## src/rtl/i2s_pkg.sv

```systemverilog
// rtl/i2s_pkg.sv - shared defaults, channel tags and helpers for the I2S transmit path
package i2s_pkg;

  // Default audio sample width, bclk cycles per lrclk half-period, input buffer depth.
  localparam int I2S_W_DEFAULT          = 24;
  localparam int I2S_SLOT_BITS_DEFAULT  = 32;
  localparam int I2S_FIFO_DEPTH_DEFAULT = 4;

  // Channel tag carried in the top bit of each input word; equals the lrclk level of its slot.
  localparam logic CH_LEFT  = 1'b0;
  localparam logic CH_RIGHT = 1'b1;

  typedef logic [15:0] ucount_t;

  // Saturating 16-bit increment used by the underrun statistics counter.
  function automatic ucount_t sat_inc16(input ucount_t v);
    return (v == 16'hFFFF) ? v : v + 16'd1;
  endfunction

endpackage

```

## src/rtl/i2s_tx_fifo.sv

```systemverilog
// rtl/i2s_tx_fifo.sv - word buffer between the upstream stream and the I2S slot shifter
module i2s_tx_fifo #(
  parameter int DATA_W = 25,
  parameter int DEPTH  = 4
) (
  input  logic                     bclk,
  input  logic                     rst,
  input  logic                     push,
  input  logic [DATA_W-1:0]        push_data,
  input  logic                     pop,
  output logic [DATA_W-1:0]        head,
  output logic                     empty,
  output logic                     full,
  output logic [$clog2(DEPTH):0]   level
);

  // DEPTH must be a power of two and at least 2; pointers carry one wrap bit so full and
  // empty are distinguished by the pointer difference alone.
  localparam int AW = $clog2(DEPTH);
  localparam logic [AW:0] PTR_ONE    = (AW+1)'(1);
  localparam logic [AW:0] LEVEL_FULL = (AW+1)'(DEPTH);

  logic [DATA_W-1:0] mem [DEPTH];
  logic [AW:0]       wr_ptr;
  logic [AW:0]       rd_ptr;
  logic              do_push;
  logic              do_pop;

  assign level   = wr_ptr - rd_ptr;
  assign empty   = (level == '0);
  assign full    = (level == LEVEL_FULL);
  assign head    = mem[rd_ptr[AW-1:0]];
  assign do_push = push && !full;
  assign do_pop  = pop && !empty;

  // Write pointer: advances on every accepted push; reset discards all buffered words.
  always_ff @(posedge bclk or negedge rst) begin
    if (!rst) begin
      wr_ptr <= '0;
    end else if (do_push) begin
      wr_ptr <= wr_ptr + PTR_ONE;
    end
  end

  // Read pointer: advances when the slot logic consumes the head word.
  always_ff @(posedge bclk or negedge rst) begin
    if (!rst) begin
      rd_ptr <= '0;
    end else if (do_pop) begin
      rd_ptr <= rd_ptr + PTR_ONE;
    end
  end

  // Storage array; contents need no reset because the pointers define validity.
  always_ff @(posedge bclk) begin
    if (do_push) begin
      mem[wr_ptr[AW-1:0]] <= push_data;
    end
  end

endmodule

```

## src/rtl/send_data_to_i2s.sv

```systemverilog
// rtl/send_data_to_i2s.sv - I2S transmitter with input word buffer; optional underrun stats via I2S_TX_UNDERRUN_EN
module send_data_to_i2s
  import i2s_pkg::*;
#(
  parameter int I2S_DATA_BIT_WIDTH = I2S_W_DEFAULT,
  parameter int SLOT_BITS          = I2S_SLOT_BITS_DEFAULT,
  parameter int FIFO_DEPTH         = I2S_FIFO_DEPTH_DEFAULT
) (
  input  logic                            bclk,
  input  logic                            rst,
  input  logic [I2S_DATA_BIT_WIDTH:0]     s_data,
  input  logic                            s_data_valid,
  output logic                            s_data_ready,
  output logic                            lrclk,
  output logic                            sdata,
  output logic [$clog2(FIFO_DEPTH):0]     fifo_level,
  input  logic                            underrun_clr,
  output logic                            underrun,
  output logic [15:0]                     underrun_count
);

  // SLOT_BITS must be at least W+1 so the one-bclk I2S delay plus all W sample bits fit
  // inside a slot; the shifter relies on that to be empty again by the next slot edge 0.
  localparam int W  = I2S_DATA_BIT_WIDTH;
  localparam int CW = (SLOT_BITS > 1) ? $clog2(SLOT_BITS) : 1;
  localparam logic [CW-1:0] CNT_LAST = CW'(SLOT_BITS - 1);
  localparam logic [CW-1:0] CNT_ONE  = CW'(1);

  logic [CW-1:0] cnt;
  logic [W-1:0]  shreg;
  logic [W:0]    head;
  logic          fifo_empty;
  logic          fifo_full;
  logic          slot_start;
  logic          next_lr;
  logic          push;
  logic          pop;
  logic          underrun_slot;

  // The edge on which cnt wraps to 0 is slot edge 0: lrclk flips and a new word is chosen.
  assign slot_start    = (cnt == CNT_LAST);
  assign next_lr       = ~lrclk;
  assign s_data_ready  = !fifo_full;
  assign push          = s_data_valid && s_data_ready;
  // Only a head word whose tag matches the upcoming slot may leave; a mismatched head
  // waits for the next slot of its own channel and that slot goes out as silence.
  assign pop           = slot_start && !fifo_empty && (head[W] == next_lr);
  assign underrun_slot = slot_start && !pop;

  i2s_tx_fifo #(
    .DATA_W (W + 1),
    .DEPTH  (FIFO_DEPTH)
  ) u_fifo (
    .bclk      (bclk),
    .rst       (rst),
    .push      (push),
    .push_data (s_data),
    .pop       (pop),
    .head      (head),
    .empty     (fifo_empty),
    .full      (fifo_full),
    .level     (fifo_level)
  );

  // Slot counter and word select; reset parks just before slot edge 0 of a left slot.
  always_ff @(posedge bclk or negedge rst) begin
    if (!rst) begin
      cnt   <= CNT_LAST;
      lrclk <= CH_RIGHT;
    end else if (slot_start) begin
      cnt   <= '0;
      lrclk <= next_lr;
    end else begin
      cnt <= cnt + CNT_ONE;
    end
  end

  // Serializer: load at slot edge 0 (line idles that edge), then MSB first; zeros shift
  // in behind the sample so the tail of the slot stays 0 without extra compare logic.
  always_ff @(posedge bclk or negedge rst) begin
    if (!rst) begin
      shreg <= '0;
      sdata <= 1'b0;
    end else if (slot_start) begin
      shreg <= pop ? head[W-1:0] : '0;
      sdata <= 1'b0;
    end else begin
      sdata <= shreg[W-1];
      shreg <= {shreg[W-2:0], 1'b0};
    end
  end

`ifdef I2S_TX_UNDERRUN_EN
  // Sticky underrun flag and saturating count of silent slots; a clear beats a new set.
  always_ff @(posedge bclk or negedge rst) begin
    if (!rst) begin
      underrun       <= 1'b0;
      underrun_count <= '0;
    end else if (underrun_clr) begin
      underrun       <= 1'b0;
      underrun_count <= '0;
    end else if (underrun_slot) begin
      underrun       <= 1'b1;
      underrun_count <= sat_inc16(underrun_count);
    end
  end
`else
  // Statistics disabled: outputs held low, clear input has no effect.
  assign underrun       = 1'b0;
  assign underrun_count = '0;

  logic unused_underrun;
  assign unused_underrun = underrun_clr ^ underrun_slot;
`endif

endmodule

```

## config.mk

```make
export PLATFORM = sky130hd
export DESIGN_NAME = send_data_to_i2s
export DESIGN_NICKNAME = d
export VERILOG_FILES = /design/src/rtl/i2s_pkg.sv /design/src/rtl/i2s_tx_fifo.sv /design/src/rtl/send_data_to_i2s.sv
export SDC_FILE = /design/constraint.sdc
export NUM_CORES = 1
export LEC_CHECK = 0
export BUFFER_PORTS_ARGS = -buffer_cell sky130_fd_sc_hd__buf_4
export CAP_MARGIN = 15
export CORE_MARGIN = 2
export CORE_UTILIZATION = 52
export CTS_BUF_LIST = sky130_fd_sc_hd__clkbuf_8
export CTS_CLUSTER_DIAMETER = 50
export DETAILED_ROUTE_END_ITERATION = 6
export PLACE_DENSITY_LB_ADDON = 0.08
export SLEW_MARGIN = 25
export SYNTH_ARGS = -nofsm -noshare
export SYNTH_HDL_FRONTEND = slang
export SYNTH_HIERARCHICAL = 1
export SYNTH_SLANG_ARGS = --single-unit
```

## constraint.sdc

```tcl
create_clock -name bclk -period 6.5 [get_ports bclk]
set_clock_uncertainty 0.15 [all_clocks]
set_input_delay 0.325 -clock bclk [delete_from_list [all_inputs] [get_ports bclk]]
set_output_delay 0.325 -clock bclk [all_outputs]
set_load 0.01 [all_outputs]
```

; ---- Word level (Yosys, flattened, before mapping)
; Memories as Yosys holds them, arrays and structs flattened.
; Cells that the tools add are included.
[classes]
n_div = 0
reduce_logical = 8
shift = 0
n_bitwise = 1
n_eq_ne = 3
order_cmp = 0
addsub = 4
n_mux = 6
multipliers = 0
[ops]
columns = op, n
row1 = $mux 24, 2
row2 = $add 3x1->3 const B, 2
row3 = $add 5x1->5 const B, 1
row4 = $eq 5x5->1 const B, 1
row5 = $logic_and 1x1->1, 5
row6 = $mux 5, 1
row7 = $eq 3x3->1 const B, 1
row8 = $logic_not 3->1, 1
row9 = $mux 1, 3
row10 = $sub 3x3->3, 1
row11 = $logic_not 1->1, 2
row12 = $eq 1x1->1, 1
row13 = $not 1->1, 1
[totals]
out_inout_bits = 23
ff_bits = 37
in_bits = 29
memories = 1
mem_bits_ro = 0
latch_bits = 0
mem_bits_rw = 100
[memory_table]
columns = memory, depth, word_bits, rd, rd_clocked_by_memory_dff, wr, line_no
row1 = u_fifo.mem, 4, 25, 1, 0, 1, i2s_tx_fifo.sv:23  ; logic [DATA_W-1:0] mem [DEPTH];

; ---- Longest topological paths before layout
[logic_depth]
depth_word = 7
depth_mapped = 12
depth_no_buf = 10

; ---- Hierarchy
; Netlist, hierarchy kept.
[modules_own_cells]
columns = module, cells_per_inst, area_each_um2, instances
row1 = i2s_tx_fifo, 174, 4043.9, 1
row2 = send_data_to_i2s, 99, 1380.1, 1

; ---- Least setup slack after synthesis
; OpenSTA, ideal clock, no wires.
[synth_path]
kind = register to register
startpoint = reg u_fifo.wr_ptr[0]
endpoint = mem u_fifo.mem[3][0], enable pin
required_time_ps = 5935
path_slack_ps = 2797
setup_ps = 415
stages_incl_launch_ff = 10
period_less_slack_ps = 3703
arrival_time_ps = 3137
path_buffers = 0
path_cell_list = dfrtp_1 -> inv_1 -> ha_1 -> fa_1 -> xor3_2 -> nand2_1 -> inv_1 -> nor2b_1 -> nand2_1 -> a21oi_1
[synth_between]
elab_chain_cells = 7
[synth_lines]
columns = item, line_no
row1 = "start, declared", i2s_tx_fifo.sv:24  ; logic [AW:0] wr_ptr;
row2 = "start signal, assigned", i2s_tx_fifo.sv:41  ; wr_ptr <= wr_ptr + PTR_ONE;
row3 = $sub 3x3->3, i2s_tx_fifo.sv:29  ; assign level = wr_ptr - rd_ptr;
row4 = net fifo_level[2], send_data_to_i2s.sv:16  ; output logic [$clog2(FIFO_DEPTH):0] fifo_level,
row5 = $eq 3x3->1, i2s_tx_fifo.sv:31  ; assign full = (level == LEVEL_FULL);
row6 = net fifo_full, send_data_to_i2s.sv:33  ; logic fifo_full;
row7 = $logic_not 1->1, send_data_to_i2s.sv:43  ; assign s_data_ready = !fifo_full;
row8 = $logic_and 1x1->1, send_data_to_i2s.sv:44  ; assign push = s_data_valid && s_data_ready;
row9 = net push, send_data_to_i2s.sv:36  ; logic push;
row10 = $logic_and 1x1->1, i2s_tx_fifo.sv:33  ; assign do_push = push && !full;
row11 = $mux 1, i2s_tx_fifo.sv:56  ; if (do_push) begin
row12 = $mux 1 (implied by the code), i2s_tx_fifo.sv:57  ; mem[wr_ptr[AW-1:0]] <= push_data;
row13 = "end, declared", i2s_tx_fifo.sv:23
; The timed path passes the listed nets, and every way through them passes these cells.

; ---- Final worst setup path
[layout_path]
startpoint = reg u_fifo.rd_ptr[0]
endpoint = mem u_fifo.mem[0][2], enable pin
[layout_between]
elab_chain_cells = 7
[layout_lines]
columns = item, line_no
row1 = "start, declared", i2s_tx_fifo.sv:25  ; logic [AW:0] rd_ptr;
row2 = "start signal, assigned", i2s_tx_fifo.sv:50  ; rd_ptr <= rd_ptr + PTR_ONE;
row3 = $sub 3x3->3, i2s_tx_fifo.sv:29
row4 = $eq 3x3->1, i2s_tx_fifo.sv:31
row5 = net fifo_full, send_data_to_i2s.sv:33
row6 = $logic_not 1->1, send_data_to_i2s.sv:43
row7 = $logic_and 1x1->1, send_data_to_i2s.sv:44
row8 = net push, send_data_to_i2s.sv:36
row9 = $logic_and 1x1->1, i2s_tx_fifo.sv:33
row10 = $mux 1, i2s_tx_fifo.sv:56
row11 = $mux 1 (implied by the code), i2s_tx_fifo.sv:57
; The timed path passes the listed nets, and every way through them passes these cells.

==> metrics.csv <==
stage,metric,value,unit
timing,Period minus WS final,3.470,ns
pwr,P_leak,2.526,nW
cts,clk buf depth,2,
synthesis,Yosys warning count,6,
routing,metal2 WL,4582,um
final_layout,Area Overhead vs Synth,18.59,%
synthesis,Mapped Cells,273,
timing,Max-Slew Margin vs Limit,0.4557,
global_route,GRT Total Usage,0.1787,
setup_path,critical path required time,6.39,ns
synthesis,asr flop ratio synth,0.2701,
cts,H-tree depth,4,
final_layout,fraction of layout cells with a size suffix above 1,0.3588,
routing,vias after detailed routing,2607,
global_route,GRT overflow,0,
routing,Pre-antenna DRT Iters,4,
final_layout,Final nets,379,
setup_path,Worst EP arrival,3.36,ns
setup_path,Crit-path slowest cell,and3_2,
final_layout,# diodes,0,
synthesis,leading post-synthesis cells by cell area,"edfxtp_1 55%, dfrtp_1 14%, mux4_2 10%",
flow_run,max_cap viols,0,
routing,initial DRC count,117,
pwr,pwr/cell area,391.8,nW/um^2
synthesis,post-synth top area share,0.5536,
cts,Inserted Clock Buffers,17,
timing,Max Fclk,0.2882,GHz
floorplan,die height,106.1,um
final_layout,fin cells,490,
place,routability cong.,0.6720,
synthesis,library cells used by synthesis,32,
cts,clk slew on worst S/H paths,0.07,ns
global_route,first-pass GRT wire length,14530,um
routing,final WL,9015,um
synthesis,Synth Cell Area,5424,um^2
timing,RSZ-0062 raised after global routing,no,
timing,Worst Max-Slew Pin Slew,0.8155,ns
floorplan,Die Area,11260,um^2
routing,met3 wire len,316,um
synthesis,post-synthesis sequential area ratio,0.7257,
global_route,vias in the first global route,2743,
status,outcome,"complete, no violations",
setup_path,Setup CP Type,reg -> reg,
synthesis,Synth top cells by count,"100 x edfxtp_1, 31 x dfrtp_1, 25 x mux4_2, 18 x a32o_2, 17 x buf_4",
timing,final period utilization,0.5338,
cts,Sinks on Clock Net,137,
floorplan,row count,37,
timing,final hold slack,0.2650,ns
timing,pins over their slew limit,0,
global_route,initial antenna violation count,0,
floorplan,Core ar.,10230,um^2
setup_path,CP cell instances,"buf_4, ha_1, fa_1, and2_1, nand2_1, inv_1, nor2b_1, and3_2",
setup_path,CP peak stage delay,0.74,ns
floorplan,Starting Density,0.5301,
timing,setup TNS,0,ns
cts,CTS tree,built,
routing,Highest Signal Layer,met4,
synthesis,number of synthesized flops with an enable pin,100,
cts,CTS root buffer,clkbuf_8,
synthesis,Syn Area/Cell,19.87,um^2
pwr,maximum VDD drop,195.3,uV
cts,post_cts resized,0,
routing,vias per cell,5.320,
setup_path,crit path max fanout,28,
routing,wire length per cell,18.40,um
synthesis,"Top FF cell, synth",edfxtp_1,
setup_path,kind of start point of the critical path,flop,
timing,final hold vios,0,
routing,metal1 wirelength,3987,um
routing,Final ANT Viol Nets,0,
cts,CTS Hold Buffers Added,26,
worst_hold_path,worst hold path class,in -> async,
global_route,largest net degree at the start of global routing,38,
floorplan,Die X,106.1,um
place,placed insts,432,
cts,Post-CTS Setup Repair Bufs,0,
timing,final number of setup-violating endpoints,0,
synthesis,Synth Register Bits,137,
routing,DRC Markers,0,
synthesis,"count leader, synth",edfxtp_1,
synthesis,leading area contributor after synthesis,edfxtp_1,
setup_path,Crit. End Element,flop,
place,DP Wirelength,4708,um
place,IO buf count,33,
cts,worst skew pair latency,0.42,ns
floorplan,# IOs,52,
-- power breakdown --
| group | switching, mW | internal [mW] | leakage (nW) | total (mW) |
|---|---|---|---|---|
| Combinational | 0.317 | 0.251 | 0.905 | 0.568 |
| Clock | 0.308 | 0.463 | 0.227 | 0.771 |
| Sequential | 0.0425 | 1.14 | 1.39 | 1.18 |
-- worst max-delay path, delay by kind of cell, from the launching register on --
| family | cells | cell delay [ns] |
|---|---|---|
| AND/OR/NAND/NOR | 4 | 1.34 |
| adder cells (fa/ha/maj) | 2 | 0.72 |
| buffers and inverters | 2 | 0.53 |
| flip-flops | 1 | 0.34 |
-- per-stage QoR --
step                      utilization  power [mW]  setup slack, ns  area (um^2)
final                          0.6287       2.520            3.030         6432
after global routing           0.6287       2.650            2.727         6432
after CTS                      0.6287       2.554            2.965         6432
after detailed placement       0.5590       1.768            2.976         5719
after global placement         0.5590       1.758            3.024         5719
after floorplan                     -       1.593            2.797         5484
-- routing by layer --
layer | up-vias | track usage
met4 | 0 | 0.06485
met1 | 1351 | 0.2357
met5 | - | 0
met3 | 13 | 0.05825
met2 | 59 | 0.2811
li1 | 1184 | -
-- sequential cells by signal, summed over array words and instances, names as in the netlist --
signal and flops:
cnt 5, lrclk 1, sdata 1, shreg 24, u_fifo/mem 100, u_fifo/rd_ptr 3, u_fifo/wr_ptr 3
-- cell type report --
type                       instances  area (um^2)
clock buffer                      18        247.7
clock inverter                    14        205.2
fill                             731         3799
inverter                           7        26.28
multi-input combinational        114         1300
sequential                       137         3938
tap                              136        170.2
timing repair buffer              64        545.5
-- worst paths after layout --
path | start | end | slack, ns | cells past startpoint
max in group asynchronous | rst | u_fifo/rd_ptr[0] | 5.57 | 2
worst min register to register | shreg[8] | shreg[9] | 0.31 | 1
worst min-delay path | rst | shreg[2] | 0.26 | 2
worst max-delay path | u_fifo/rd_ptr[0] | u_fifo/mem[0][2] | 3.03 | 8
min in group bclk | shreg[8] | shreg[9] | 0.31 | 1
worst max register to register | u_fifo/rd_ptr[0] | u_fifo/mem[0][2] | 3.03 | 8
-- cell families (layout without fill, tap and decap cells) --
| group | count (synthesis) | after routing | synth area share |
|---|---|---|---|
| other | 1 | 17 | 0.0006914 |
| multiplexers | 28 | 28 | 0.1107 |
| XOR/XNOR | 8 | 8 | 0.01730 |
| AO/OA/AOI/OAI | 28 | 28 | 0.05352 |
| AND/OR/NAND/NOR | 24 | 24 | 0.02283 |
| flip-flops | 137 | 137 | 0.7257 |
| adder cells (fa/ha/maj) | 9 | 9 | 0.02215 |
| buffers and inverters | 38 | 103 | 0.04706 |
-- placed cells by master, fill, tap and decap left out, drive strengths merged, types with 2 or more instances in the layout --
| cell type | instances |
|---|---|
| nor3 | 4 |
| and3 | 5 |
| a32o | 23 |
| dfstp | 6 |
| dfrtp | 31 |
| edfxtp | 100 |
| dlygate4sd3 | 26 |
| mux2 | 3 |
| buf | 38 |
| bufinv | 5 |
| a211o | 2 |
| clkinv | 6 |
| clkinvlp | 2 |
| and2 | 2 |
| nor2b | 4 |
| xor2 | 3 |
| inv | 8 |
| nand2 | 4 |
| clkbuf | 18 |
| mux4 | 25 |
| conb | 17 |
| xnor2 | 4 |
| ha | 8 |
| nor2 | 4 |
(Power assumes the default switching activity.)
